--- src/rtl/alu_arbiter.sv ---
// alu_arbiter: two-port round-robin front end for a shared combinational ALU.
// Accepts one operation at a time, registers it onto the ALU inputs, captures
// the ALU result/flags one cycle later and returns them to the owning
// requester over a valid/ready response. Illegal opcodes skip the ALU cycle
// and answer immediately with an error and zeroed result/flags.
module alu_arbiter #(
  parameter int WIDTH  = 4,
  parameter int CODE_W = 4,
  parameter int FLAG_W = 4
) (
  input  logic              clk,
  input  logic              rst_n,
  // request side
  input  logic [1:0]        req_valid,
  output logic [1:0]        req_ready,
  input  logic [CODE_W-1:0] req_code0,
  input  logic [CODE_W-1:0] req_code1,
  input  logic [WIDTH-1:0]  req_a0,
  input  logic [WIDTH-1:0]  req_a1,
  input  logic [WIDTH-1:0]  req_b0,
  input  logic [WIDTH-1:0]  req_b1,
  // ALU side
  output logic [CODE_W-1:0] alu_code,
  output logic [WIDTH-1:0]  alu_a,
  output logic [WIDTH-1:0]  alu_b,
  input  logic [WIDTH-1:0]  alu_result,
  input  logic [FLAG_W-1:0] alu_flags,
  // response side
  output logic [1:0]        resp_valid,
  input  logic [1:0]        resp_ready,
  output logic [WIDTH-1:0]  resp_result,
  output logic [FLAG_W-1:0] resp_flags,
  output logic              resp_err
);

  typedef enum logic [1:0] {
    IDLE = 2'd0,
    EXEC = 2'd1,
    RESP = 2'd2
  } state_e;

  state_e              state_q, state_d;
  logic                owner_q, owner_d;   // requester that owns the in-flight op
  logic                ptr_q,   ptr_d;     // preferred requester under contention
  logic [CODE_W-1:0]   code_q,  code_d;
  logic [WIDTH-1:0]    a_q,     a_d;
  logic [WIDTH-1:0]    b_q,     b_d;
  logic [WIDTH-1:0]    res_q,   res_d;
  logic [FLAG_W-1:0]   flags_q, flags_d;
  logic                err_q,   err_d;

  logic                any_req;
  logic                gnt_idx;
  logic [CODE_W-1:0]   sel_code;
  logic [WIDTH-1:0]    sel_a;
  logic [WIDTH-1:0]    sel_b;
  logic                accept;

  // Opcodes the ALU implements; anything else is answered with resp_err.
  function automatic logic is_legal(input logic [CODE_W-1:0] code);
    case (code)
      CODE_W'('h0), CODE_W'('h1),
      CODE_W'('h4), CODE_W'('h5),
      CODE_W'('h8), CODE_W'('h9), CODE_W'('hA): is_legal = 1'b1;
      default:                                   is_legal = 1'b0;
    endcase
  endfunction

  // Pick the requester to serve: a lone requester wins, otherwise the pointer.
  always_comb begin
    any_req  = |req_valid;
    gnt_idx  = (&req_valid) ? ptr_q : req_valid[1];
    sel_code = gnt_idx ? req_code1 : req_code0;
    sel_a    = gnt_idx ? req_a1    : req_a0;
    sel_b    = gnt_idx ? req_b1    : req_b0;
    // Reset also forces the ready strobe low while requesters may still be
    // holding valid, so the accept strobe never glitches during reset.
    accept   = (state_q == IDLE) && any_req && rst_n;
    req_ready = 2'b00;
    if (accept) req_ready = gnt_idx ? 2'b10 : 2'b01;
  end

  // Response valid is a pure function of state, so reset clears it at once.
  always_comb begin
    resp_valid = 2'b00;
    if (state_q == RESP) resp_valid = owner_q ? 2'b10 : 2'b01;
  end

  // Next-state and datapath-load logic for the IDLE/EXEC/RESP sequencer.
  always_comb begin
    // NOTE: every variable gets a hold default first so no path infers a latch.
    state_d = state_q;
    owner_d = owner_q;
    ptr_d   = ptr_q;
    code_d  = code_q;
    a_d     = a_q;
    b_d     = b_q;
    res_d   = res_q;
    flags_d = flags_q;
    err_d   = err_q;

    unique case (state_q)
      IDLE: begin
        if (accept) begin
          code_d  = sel_code;
          a_d     = sel_a;
          b_d     = sel_b;
          owner_d = gnt_idx;
          if (is_legal(sel_code)) begin
            state_d = EXEC;
          end else begin
            res_d   = '0;
            flags_d = '0;
            err_d   = 1'b1;
            state_d = RESP;
          end
        end
      end
      EXEC: begin
        // ALU inputs have been stable for the whole cycle; take its answer.
        res_d   = alu_result;
        flags_d = alu_flags;
        err_d   = 1'b0;
        state_d = RESP;
      end
      RESP: begin
        // Only the owner's ready bit completes the response.
        if (resp_ready[owner_q]) begin
          ptr_d   = ~owner_q;
          state_d = IDLE;
        end
      end
      default: state_d = IDLE;
    endcase
  end

  // State and datapath registers; async reset drops any in-flight op.
  always_ff @(posedge clk or negedge rst_n) begin
    if (!rst_n) begin
      state_q <= IDLE;
      owner_q <= 1'b0;
      ptr_q   <= 1'b0;
      code_q  <= '0;
      a_q     <= '0;
      b_q     <= '0;
      res_q   <= '0;
      flags_q <= '0;
      err_q   <= 1'b0;
    end else begin
      // NOTE: non-blocking assignments so every register samples pre-edge values.
      state_q <= state_d;
      owner_q <= owner_d;
      ptr_q   <= ptr_d;
      code_q  <= code_d;
      a_q     <= a_d;
      b_q     <= b_d;
      res_q   <= res_d;
      flags_q <= flags_d;
      err_q   <= err_d;
    end
  end

  assign alu_code    = code_q;
  assign alu_a       = a_q;
  assign alu_b       = b_q;
  assign resp_result = res_q;
  assign resp_flags  = flags_q;
  assign resp_err    = err_q;

endmodule
--- config.mk ---
export PLATFORM = sky130hd
export DESIGN_NAME = alu_arbiter
export DESIGN_NICKNAME = d
export VERILOG_FILES = /design/src/rtl/alu_arbiter.sv
export SDC_FILE = /design/constraint.sdc
export NUM_CORES = 1
export LEC_CHECK = 0
export BUFFER_PORTS_ARGS = -buffer_cell sky130_fd_sc_hd__buf_2
export CAP_MARGIN = 20
export CORE_MARGIN = 5
export CORE_UTILIZATION = 47
export DETAILED_ROUTE_END_ITERATION = 10
export PLACE_DENSITY_LB_ADDON = 0.05
export SLEW_MARGIN = 20
export SYNTH_ARGS = -nofsm -noshare
export SYNTH_HDL_FRONTEND = slang
export SYNTH_SLANG_ARGS = --single-unit
export TNS_END_PERCENT = 30
--- constraint.sdc ---
create_clock -name clk -period 2.15 [get_ports clk]
set_input_delay 0.3225 -clock clk [delete_from_list [all_inputs] [get_ports clk]]
set_output_delay 0.3225 -clock clk [all_outputs]
set_load 0.005 [all_outputs]
==> Word level (Yosys, flattened, before mapping) <==
Index checks and enable logic that the tools add are counted.
{ "classes": {"magnitude_cmp": 1, "n_eq_ne": 11, "mux": 24, "bitwise_logic": 1, "n_reduce_logical": 12} }
{ "op_table": {"columns": ["op", "n"], "rows": [
  ["4-bit 2-to-1 mux", 5],
  ["4-bit case mux with 2 select lines", 2],
  ["2-bit 2-to-1 mux", 7],
  ["4-bit == test (second input constant)", 3],
  ["4-bit by 3-bit == test with 1-bit output (second input constant)", 2],
  ["1-bit 2-to-1 mux", 8],
  ["2-bit AND reduction", 4],
  ["7-bit OR reduction", 1],
  ["2-bit case mux with 3 select lines", 1],
  ["4-bit by 1-bit == test with 1-bit output (second input constant)", 1],
  ["4-bit zero test", 1],
  ["2-bit inequality test (second input constant)", 2],
  ["3-bit AND reduction", 1],
  ["2-bit by 1-bit == test with 1-bit output (second input constant)", 1],
  ["2-bit == test (second input constant)", 1],
  ["1-bit logical AND", 2],
  ["2-bit zero test", 1],
  ["1-bit by 2-bit less-than comparator with 1-bit output (second input constant)", 1],
  ["2-bit by 1-bit inequality test with 1-bit output (second input constant)", 1],
  ["1-bit case mux with 2 select lines", 1],
  ["2-bit nonzero test", 1],
  ["2-bit OR reduction", 1],
  ["1-bit inverter", 1]
]} }
{ "word_totals": {"ff_bits": 25, "in_bits": 38, "out_inout_bits": 25} }

==> Logic depth before layout (Yosys ltp) <==
{ "logic_depth": {"word_depth": 11, "ltp_mapped": 6, "mapped_depth_nobuf": 4} }

==> Worst setup path before layout <==
Ideal clock, no wire load.
{ "synth_path": {"kind": "register -> output", "start": "reg state_q[1]", "end": "out req_ready[0]", "arrival_time_ns": 1.306, "required_ns": 1.827, "path_slack_ns": 0.522, "path_stages_with_launch": 5, "path_buffers": 2, "cell_sequence": "dfrtp_1 -> or4b_1 -> buf_2 -> buf_6 -> a21oi_1"} }
{ "synth_via": {"elab_chain_len": 4} }
{ "synth_rtl": {"columns": ["item", "line_no", "rtl"], "rows": [
  ["start: declaration", "42", "state_e state_q, state_d;"],
  ["start signal: assignment", "151", "state_q <= state_d;"],
  ["2-bit zero test", "78", "accept = (state_q == IDLE) && any_req && rst_n;"],
  ["1-bit logical AND (2 in series)", "78", null],
  ["2-bit 2-to-1 mux", "80", "if (accept) req_ready = gnt_idx ? 2'b10 : 2'b01;"],
  ["end: declaration", "15", "output logic [1:0] req_ready,"]
]} }
Every way passes these cells.

==> Worst setup path in the final report <==
{ "layout_path": {"start": "reg state_q[1]", "end": "out req_ready[1]"} }
Same word-level chain as after synthesis.

==> flow_metrics.py <==
metrics = {
    "run_status": {
        "status": "completed",
    },
    "clocking": {
        "postCtsSetupRepairBufs": 0,
        "cts.sinks": 25,
        "ctsResizeCount": 0,
        "hold_buffers": 1,
        "root_buffer": "clkbuf_4",
        "cts.htree.levels": 1,
        "clk_latency_ps": 300,
        "clock_path_buffers": 2,
        "cts_tree": "done",
        "cts_buffers": 3,
        "path_clk_slew_ps": 120,
    },
    "setup_path": {
        "slowest_stage": "or4b_1",
        "cp.buffers_inverters": 1,
        "required_ps": 1830,
        "path_class": "flip-flop to output port",
        "cp_max_fo": 4,
        "start_kind": "flip-flop",
        "cp_cell_sequence": "or4b_1, nor2_1, buf_2",
        "cpPeakStageDelay_ps": 590,
        "arrival_ps": 1600,
        "worstSetupEndpointType": "output port",
        "critical-path-top-delay-family": "simple AND/OR/NAND/NOR gates",
    },
    "timing": {
        "max_freq_mhz": 521,
        "rsz0062_at_grt": "no",
        "worst_pin_slew_ps": 428,
        "setup_ws_ps": 231,
        "min_period_ps": 1920,
        "max_slew_margin_pct": 71.4,
        "fin_setup_tns_ps": 0,
        "finalHoldViolations": 0,
        "period_share_pct": 89.3,
        "finalMaxSlewViolations": 0,
        "finalSetupViolations": 0,
        "clock_skew_ps": 4.16,
    },
    "job": {
        "timing.max_cap.violations": 0,
    },
    "yosys": {
        "synthCells": 105,
        "yosysWarningCount": 0,
        "synthesis.nets": 143,
        "synth-seq-cells": 25,
        "netlist_area_um2": 1150,
        "synthTopCellsByArea": "dfrtp_1 54%, mux2i_1 11%, a22o_1 6.1%",
        "yosysTopAreaCellShare_pct": 54.4,
        "syn_area_per_cell_um2": 11.0,
        "ys_seq_area_share_pct": 54.4,
        "ys_types": 22,
        "synth.most_common_cell": "dfrtp_1",
        "ys_top_cells_by_count": "25 x dfrtp_1, 18 x nand2_1, 13 x mux2i_1",
        "synth_flop_cell": "dfrtp_1",
        "yosysTopAreaCell": "dfrtp_1",
        "synth_edf_count": 0,
        "async_reset_ff_share_pct": 100,
    },
    "floorplan": {
        "die-area_um2": 3540,
        "die_w_um": 59.5,
        "start_util_pct": 47.7,
        "core_um2": 2410,
        "row_count": 18,
        "io_pins": 63,
        "die_h_um": 59.5,
    },
    "drt": {
        "wl_per_cell_um": 12.8,
        "drc_errors": 0,
        "ant_nets": 0,
        "first_pass_iters": 4,
        "drt_iter0_markers": 28,
        "vias": 1001,
        "via_per_inst": 4.96,
        "wl_um": 2580,
    },
    "cells_and_area": {
        "drive_gt1_share_pct": 41.3,
        "syn_to_final_growth_pct": 33.5,
        "fin_nets": 211,
        "diodes": 0,
    },
    "min_path": {
        "hp-class": "input pin to async pin",
    },
    "grt": {
        "grt_pass1_wl_um": 4460,
        "first_global_vias": 1048,
        "grt_antenna_before_repair": 0,
        "grt_usage_pct": 16.7,
        "grt_max_degree": 23,
        "gr-total-overflow": 0,
    },
    "power": {
        "total_power_mw": 1.68,
        "power_density_nw_per_um2": 1090,
        "leakage_nw": 0.860,
        "ir_worst_vdd_v": 0.000723,
    },
    "placed_design": {
        "place.gp.congestion": 0.773,
        "dp_slack_ps": 496,
        "io_buffers": 62,
        "dpl.hpwl_um": 2110,
    },
}
-- power by group --
part,internal (mW),switching [mW]
registers,0.685,0.125
clock network,0.0722,0.121
logic,0.357,0.317
-- path summary, 6_finish.rpt --
path / slack [ps] / to / cells past startpoint / start
min in group clk: 240 / resp_flags[2] / 2 / alu_flags[2]
hold reg to reg: 490 / alu_b[1] / 2 / alu_b[1]
max in group asynchronous: 1570 / ptr_q / 2 / rst_n
setup / recovery: 230 / req_ready[1] / 3 / state_q[1]
setup reg to reg: 550 / resp_result[1] / 4 / ptr_q
hold / removal: 30 / resp_flags[1] / 2 / rst_n
-- cells by family after synthesis --
kind of cell	synth area share (%)
compound gates	17.6
buf+inv	3.81
flops	54.4
mux	11.3
simple gates	12.8
-- cell usage in the layout, fill, tap and decap left out --
| cell | n |
|---|---|
| a21o_1 | 1 |
| a21oi_1 | 4 |
| a221o_1 | 1 |
| a22o_1 | 8 |
| a31oi_4 | 1 |
| and2_1 | 2 |
| buf_2 | 62 |
| buf_4 | 5 |
| clkbuf_1 | 1 |
| clkbuf_4 | 3 |
| dfrtp_1 | 25 |
| dlygate4sd3_1 | 1 |
| inv_1 | 2 |
| mux2i_1 | 13 |
| nand2_1 | 18 |
| nand2b_1 | 2 |
| nand3_1 | 1 |
| nor2_1 | 2 |
| nor2b_1 | 4 |
| nor3b_1 | 1 |
| o2111ai_1 | 1 |
| o21ai_0 | 1 |
| o21ai_1 | 12 |
| or4b_1 | 1 |
-- routing by layer --
metal	GRT usage [%]	up-vias	routed length, µm
met2	25.6	37	1150
li1	-	504	-
met4	6.80	0	23
met1	22.9	458	1190
met3	3.27	2	213
met5	0	-	0
-- registers in the layout, indices dropped and copies added (netlist names) --
signal / flops
resp_flags: 4
owner_q: 1
ptr_q: 1
alu_b: 4
resp_result: 4
resp_err: 1
state_q: 2
alu_code: 4
alu_a: 4
-- layout make-up --
cell class              instances  area [µm²]
multi-input cells              73         480
repair buffers                 68         358
inverters                       2        7.51
flip-flops and latches         25         626
well taps                      30        37.5
clock buffers                   4        26.3
fillers                       222         875
-- per-stage QoR --
stage / std cells / cell area [µm²] / utilization (%) / hold WS (ps)
floorplan: 105 / 1150 / - / 26.9
finish: 202 / 1540 / 63.7 / 27.2
CTS: 202 / 1540 / 63.7 / 33.4
detailed placement: 197 / 1500 / 62.2 / 151
global placement: 197 / 1500 / 62.2 / 148
global route: 202 / 1540 / 63.7 / 40.0
(Power assumes the default switching activity.)
